## config.mk

```make
export PLATFORM = sky130hd
export DESIGN_NAME = multicycle_ctrl_fsm
export DESIGN_NICKNAME = d
export VERILOG_FILES = /design/src/rtl/multicycle_ctrl_fsm.sv
export SDC_FILE = /design/constraint.sdc
export NUM_CORES = 1
export LEC_CHECK = 0
export CORE_AREA = 4 4 62 64
export DETAILED_ROUTE_END_ITERATION = 6
export DIE_AREA = 0 0 66 68
export SETUP_SLACK_MARGIN = 0.02
export SYNTH_ARGS = -nofsm -noshare
export SYNTH_HDL_FRONTEND = slang
export SYNTH_SLANG_ARGS = --single-unit
```

## constraint.sdc

```tcl
create_clock -name clk -period 2.6 [get_ports clk]
set_input_delay 0.52 -clock clk [delete_from_list [all_inputs] [get_ports clk]]
set_output_delay 0.52 -clock clk [all_outputs]
set_load 0.1 [all_outputs]
```

## src/rtl/multicycle_ctrl_fsm.sv

```systemverilog
// multicycle_ctrl_fsm: FETCH/DECODE/EXEC/MEM/WB control sequencer with ready handshakes, wait timeout and sticky halt/error
module multicycle_ctrl_fsm #(
  parameter int OPW = 4,
  parameter int ALUOPW = 2,
  parameter int WAIT_MAX = 15
) (
  input  logic              clk,
  input  logic              rst,
  input  logic [OPW-1:0]    opcode,
  input  logic              mem_ready,
  input  logic              flag_z,
  output logic              if_req,
  output logic              ir_load,
  output logic              pc_inc,
  output logic              pc_load,
  output logic [ALUOPW-1:0] ALUop,
  output logic              ALUsrc,
  output logic              regwdst,
  output logic              mem2reg,
  output logic              imm,
  output logic              memr,
  output logic              memw,
  output logic              regw_en,
  output logic              upd_flag,
  output logic              hlt,
  output logic              err,
  output logic [2:0]        state
);
  localparam int CW = WAIT_MAX > 0 ? $clog2(WAIT_MAX + 1) : 1;
  typedef enum logic [2:0] {
    IDLE = 3'd0, FETCH = 3'd1, DECODE = 3'd2, EXEC = 3'd3,
    MEM = 3'd4, WB = 3'd5, HALT = 3'd6, ERR = 3'd7
  } state_t;
  state_t state_q, state_d;
  logic [OPW-1:0] op_q, op_d;
  logic [CW-1:0] cnt_q, cnt_d;
  logic [3:0] op;
  logic act, wait_st, timeout, illegal;
  // DECODE sees the instruction register directly; later states use the latched copy
  assign op = state_q == DECODE ? opcode[3:0] : op_q[3:0];
  assign act = state_q inside {DECODE, EXEC, MEM, WB};
  assign wait_st = state_q inside {FETCH, MEM};
  assign timeout = WAIT_MAX > 0 && !mem_ready && cnt_q == CW'(WAIT_MAX - 1);
  assign illegal = (opcode >> 4) != '0 || opcode[3:0] inside {4'b1010, 4'b1011, 4'b1110};
  always_comb begin
    state_d = state_q;
    op_d = op_q;
    cnt_d = wait_st && !mem_ready ? cnt_q + 1'b1 : '0;
    case (state_q)
      IDLE:   state_d = FETCH;
      FETCH:  state_d = mem_ready ? DECODE : timeout ? ERR : FETCH;
      DECODE: begin
        op_d = opcode;
        state_d = illegal ? ERR : opcode[3:0] == 4'b1111 ? HALT : opcode[3:0] == 4'b1001 ? FETCH : EXEC;
      end
      EXEC:   state_d = op inside {4'b1100, 4'b1101} ? FETCH : op inside {4'b0101, 4'b0110} ? MEM : WB;
      MEM:    state_d = mem_ready ? (op == 4'b0101 ? WB : FETCH) : timeout ? ERR : MEM;
      WB:     state_d = FETCH;
      default: state_d = state_q;
    endcase
  end
  always_ff @(posedge clk or posedge rst) begin
    if (rst) begin
      state_q <= IDLE;
      op_q <= '0;
      cnt_q <= '0;
    end else begin
      state_q <= state_d;
      op_q <= op_d;
      cnt_q <= cnt_d;
    end
  end
  assign state = state_q;
  assign if_req = state_q == FETCH;
  assign ir_load = if_req && mem_ready;
  assign pc_inc = if_req && mem_ready;
  assign pc_load = (state_q == DECODE && op == 4'b1001) || (state_q == EXEC && op == 4'b1101 && flag_z);
  assign upd_flag = state_q == EXEC && op == 4'b1100;
  assign memr = state_q == MEM && op == 4'b0101;
  assign memw = state_q == MEM && op == 4'b0110;
  assign regw_en = state_q == WB;
  assign hlt = state_q == HALT;
  assign err = state_q == ERR;
  assign regwdst = act && op <= 4'b0100;
  assign ALUsrc = act && op inside {4'b0101, 4'b0110};
  assign mem2reg = act && op == 4'b0101;
  assign imm = act && op == 4'b1000;
  assign ALUop = !act ? '0 : op inside {4'b0101, 4'b0110, 4'b1101} ? ALUOPW'(2) : op == 4'b1100 ? ALUOPW'(1) : '0;
endmodule

```

### Word-level counts from Yosys, hierarchy flattened

Cells that the tools add are included.

| word-level totals | value |
|---|---|
| flip-flop bits (word level) | 11 |
| input port bits | 8 |
| word-level logic and storage cells | 64 |

| cells by class | value |
|---|---|
| equality and inequality tests | 19 |
| reductions and logical operators | 24 |
| mux-type cells | 16 |
| $add $sub $neg | 1 |
| magnitude comparators | 1 |

Operators by type and width:

| kind | number |
|---|---|
| $eq A4 B4 Y1 const B | 10 |
| $mux W3 | 7 |
| $pmux W3 S5 | 1 |
| $logic_and A1 B1 Y1 | 13 |
| $eq A3 B3 Y1 const B | 4 |
| $eq A4 B3 Y1 const B | 2 |
| $mux W2 | 4 |
| $mux W4 | 2 |
| $eq A3 B2 Y1 const B | 2 |
| $reduce_bool A2 Y1 | 3 |
| $reduce_bool A3 Y1 | 2 |
| $reduce_bool A5 Y1 | 1 |
| $add A4 B1 Y4 const B | 1 |
| $le A4 B3 Y1 const B | 1 |
| $reduce_bool A4 Y1 | 1 |
| $eq A3 B1 Y1 const B | 1 |
| $logic_not A3 Y1 | 1 |
| $mux W1 | 2 |
| $reduce_or A2 Y1 | 1 |
| $logic_not A1 Y1 | 1 |
| $logic_or A1 B1 Y1 | 1 |

### Longest topological paths before layout

| depth | value |
|---|---|
| depth in word-level cells | 7 |
| gate-level depth with buffers | 5 |
| mapped depth without buffers | 5 |

### Worst setup path after synthesis

Ideal clock, no wire load.

| path | value |
|---|---|
| path kind | reg2out |
| start | register state_q[0], in the netlist state[0] |
| end | output pc_inc |
| stages on the path, launching flop included | 4 |
| data arrival time | 4.806 ns |
| setup slack | -2.726 ns |
| data required time | 2.080 ns |
| path through | dfrtp_1 nor3b_1 and2_1 buf_4 |

| on the way | value |
|---|---|
| longest elaborated chain between the ends | 2 |

RTL lines:

| element | line | RTL |
|---|---|---|
| start: declaration | 34 | `state_t state_q, state_d;` |
| start signal: assignment | 68 | `state_q <= state_d;` |
| $eq A3 B1 Y1 | 74 | `assign if_req = state_q == FETCH;` |
| net if_req | 12 | `output logic if_req,` |
| $logic_and A1 B1 Y1 | -- |  |
| end: declaration | 14 | `output logic pc_inc,` |

The timed path passes the listed nets, and every way through them passes these cells.

### Worst setup path after layout

| path | value |
|---|---|
| start | register state_q[2], in the netlist state[2] |
| end | output imm |

| on the way | value |
|---|---|
| longest elaborated chain between the ends | 4 |
| elaborated cells between the ends (all ways) | 8 |

RTL lines:

| element | line | RTL |
|---|---|---|
| $eq A3 B2 Y1 | 40 | `assign op = state_q == DECODE ? opcode[3:0] : op_q[3:0];` |
| $mux W4 | -- |  |
| net op[2] | 37 | `logic [3:0] op;` |
| $eq A4 B4 Y1 | 87 | `assign imm = act && op == 4'b1000;` |
| $logic_and A1 B1 Y1 | 87 |  |
| end: declaration | 20 | `output logic imm,` |

The timed path passes the listed nets, and every way through them passes these cells.

==> flow_metrics.env <==
export IMPL_grt_ovfl_total=0
export IMPL_critPathMaxFanout=6
export IMPL_area_growth_pct=82.1
export IMPL_antenna_found_initial=0
export IMPL_grt_max_degree=17
export IMPL_hold_viol=0
export IMPL_r2r_slack_ns=0.95
export IMPL_crit_type="flop to output pin"
export IMPL_rsz0062_at_grt="true"
export IMPL_ios=27
export IMPL_die_y_um=68
export IMPL_outcome="finished clean"
export IMPL_stdcell_count=187
export IMPL_die_area_um2=4490
export IMPL_worst_pin_slew_ns=0.487
export IMPL_cts_htree_levels=1
export IMPL_yosysWarnings=0
export IMPL_crit_path_top_delay_cell="dfrtp_4"
export IMPL_synth_compound_area_share_pct=15.2
export IMPL_cp_start_kind="flop"
export IMPL_synth_top_family_by_area="simple AND/OR/NAND/NOR gates"
export IMPL_synth_seq_cells=11
export IMPL_syn_nets=113
export IMPL_vias=956
export IMPL_dp_hpwl_um=2140
export IMPL_reg2reg_to="state[2]"
export IMPL_final_common_cell="buf_4"
export IMPL_die_w_um=66
export IMPL_wl_um=2770
export IMPL_cts_tree="done"
export IMPL_fillers=287
export IMPL_dp_cells=181
export IMPL_synthCells=103
export IMPL_min_to="cnt_q[0]"
export IMPL_yosys_area_share_simple_pct=33.6
export IMPL_start_util_pct=27.2
export IMPL_cts_path_max_buffers=2
export IMPL_hp_class="flop to flop"
export IMPL_grt_pass1_wl_um=4580
export IMPL_cts_root_buffer="clkbuf_4"
export IMPL_synth_xor_area_share_pct=2.94
export IMPL_grt_usage_pct=13.0
export IMPL_fin_crit_ns=2.54
export IMPL_skew_ns=0.00878
export IMPL_first_iter_violations=43
export IMPL_coreArea_um2=3280
export IMPL_holdBufCountCts=0
export IMPL_clk_latency_ns=0.27
export IMPL_yosysSeqAreaShare_pct=30.8
export IMPL_cp_end_kind="output pin"
export IMPL_rr_worst_depth=4
export IMPL_cp_top_family="simple AND/OR/NAND/NOR gates"
export IMPL_synth_area_per_cell_um2=8.69
export IMPL_wl_per_cell_um=14.8
export IMPL_cts_sinks=11
export IMPL_worstPathRequired_ns=2.08
export IMPL_finalNetCount=152
export IMPL_firstDrtPassIters=4
export IMPL_rr_startpoint="state[0]"
export IMPL_drc_errors=0
export IMPL_muxShareOfSynthArea_pct=8.39
export IMPL_cpMostUsedCell="buf_12"
export IMPL_max_stage_delay_ns=0.49
export IMPL_yosys_cell_types_count=38
export IMPL_whs_path_depth=1
export IMPL_synth_fa_ha_area_share_pct=2.80
export IMPL_synth_edf_count=0
export IMPL_drive_gt1_share_pct=46.8
export IMPL_crit_chain="nor3b_4 -> buf_12 -> mux2_4 -> nor4_4 -> buf_12"
export IMPL_fin_setup_tns_ns=0
export IMPL_mostFrequentLayoutCells="buf_4, buf_12, nor2_1, dfrtp_1, clkdlybuf4s50_1"
export IMPL_max_cap_viol_count=0
export IMPL_fmax_mhz=393
export IMPL_hold_path_startpoint="cnt_q[0]"
export IMPL_via_per_inst=5.11
export IMPL_place_area_um2=1550
export IMPL_grt_pass1_vias=989
export IMPL_ant_nets=0
export IMPL_path_clk_slew_ns=0.08
export IMPL_port_buffers=26
export IMPL_gp_congestion=0.810
export IMPL_synth_flop_cell="dfrtp_1"
export IMPL_arrival_ns=2.02
export IMPL_setup_viol_count_final=0
export IMPL_row_count=21
export IMPL_netlist_area_um2=895
export IMPL_crit_buf_inv=2
export IMPL_period_share_pct=97.8
export IMPL_slew_headroom_pct=67.5
export IMPL_async_flop_share_pct=100
export IMPL_n_antenna_cell=0
export IMPL_cts_buffers=3
export IMPL_fin_area_um2=1630
export IMPL_finalMaxSlewViolations=0
[cells by family (layout without fill, tap and decap cells)]
logic type / count (synthesis) / count (layout)
adder cells (fa/ha/maj): 2 / 2
AND/OR/NAND/NOR: 50 / 50
XOR/XNOR: 3 / 3
flip-flops: 11 / 11
AO/OA/AOI/OAI: 19 / 19
buffers and inverters: 11 / 49
multiplexers: 7 / 7
[worst reg2reg max path, cell delays in order, from the launching register on]
cell,delay (ns)
dfrtp_4,0.49
buf_4,0.20
or3b_2,0.56
nor3_4,0.21
a211o_1,0.13
[state kept, by name, indices dropped and copies added, names as in the netlist]
signal	flops
state	3
cnt_q	4
op_q	4
[synth_stat cells, types with 2 or more instances]
cell type | n | share of area [%]
xnor2_1 | 2 | 2.0
o21ai_0 | 2 | 1.1
nor2_1 | 11 | 4.6
mux2_2 | 4 | 5.0
buf_2 | 3 | 1.7
inv_1 | 6 | 2.5
nor3b_1 | 2 | 1.7
or3b_2 | 2 | 2.0
nand2_1 | 4 | 1.7
dfrtp_1 | 11 | 31
nand4_1 | 2 | 1.4
nand2b_1 | 3 | 2.1
ha_1 | 2 | 2.8
nand3_1 | 3 | 1.7
a21oi_1 | 3 | 1.7
a211oi_1 | 4 | 3.4
mux2i_1 | 3 | 3.4
nor4_1 | 3 | 2.1
a31oi_1 | 2 | 1.4
nor3_1 | 6 | 3.4
nor2b_1 | 7 | 4.9
or3_1 | 2 | 1.4
[area by class of cell]
| cell class | count | area, um2 | area share (%) |
|---|---|---|---|
| Clock buffer | 4 | 26.3 | 1.61 |
| Inverter | 6 | 22.5 | 1.38 |
| Multi-Input combinational cell | 81 | 759 | 46.6 |
| Sequential cell | 11 | 287 | 17.6 |
| Tap cell | 46 | 57.6 | 3.53 |
| Timing Repair Buffer | 39 | 477 | 29.3 |
[worst max-delay path by stage]
stage | depth (start not counted) | slack (ns) | startpoint | end
2_1_floorplan | 3 | -0.42 | state[1] | imm
3_3_place_gp | 5 | -0.04 | opcode[0] | regwdst
3_5_place_dp | 5 | -0.09 | opcode[0] | regwdst
4_1_cts | 6 | 0.002 | state[1] | memw
5_1_grt | 5 | -0.03 | state[2] | imm
6_report | 5 | 0.06 | state[2] | imm
[what timing repair did]
| item | CTS | global route |
|---|---|---|
| pin swaps | 1 | 1 |
| gates resized for setup | 4 | 2 |
| setup buffers | 2 | 0 |
| setup endpoints to repair | 5 | 4 |
| hold endpoints to repair | 0 | 0 |
[through the flow]
stage / util (%) / setup WS (ns) / hold slack [ns]
after floorplan: - / -0.423 / 0.372
after CTS: 49.4 / 0.00215 / 0.504
after global routing: 49.6 / -0.0314 / 0.530
after detailed placement: 47.2 / -0.0904 / 0.494
after global placement: 47.2 / -0.0391 / 0.469
final: 49.6 / 0.0578 / 0.505
[metal layers]
metal	wire (um)	global-route usage (%)	up-vias
met4	0	2.28	0
li1	-	-	454
met3	127	2.46	0
met5	0	0	-
met1	1180	15.7	476
met2	1470	24.3	26
Power is not shown: default switching activity piles up to over one toggle a cycle in this logic, so the estimate is an artifact.
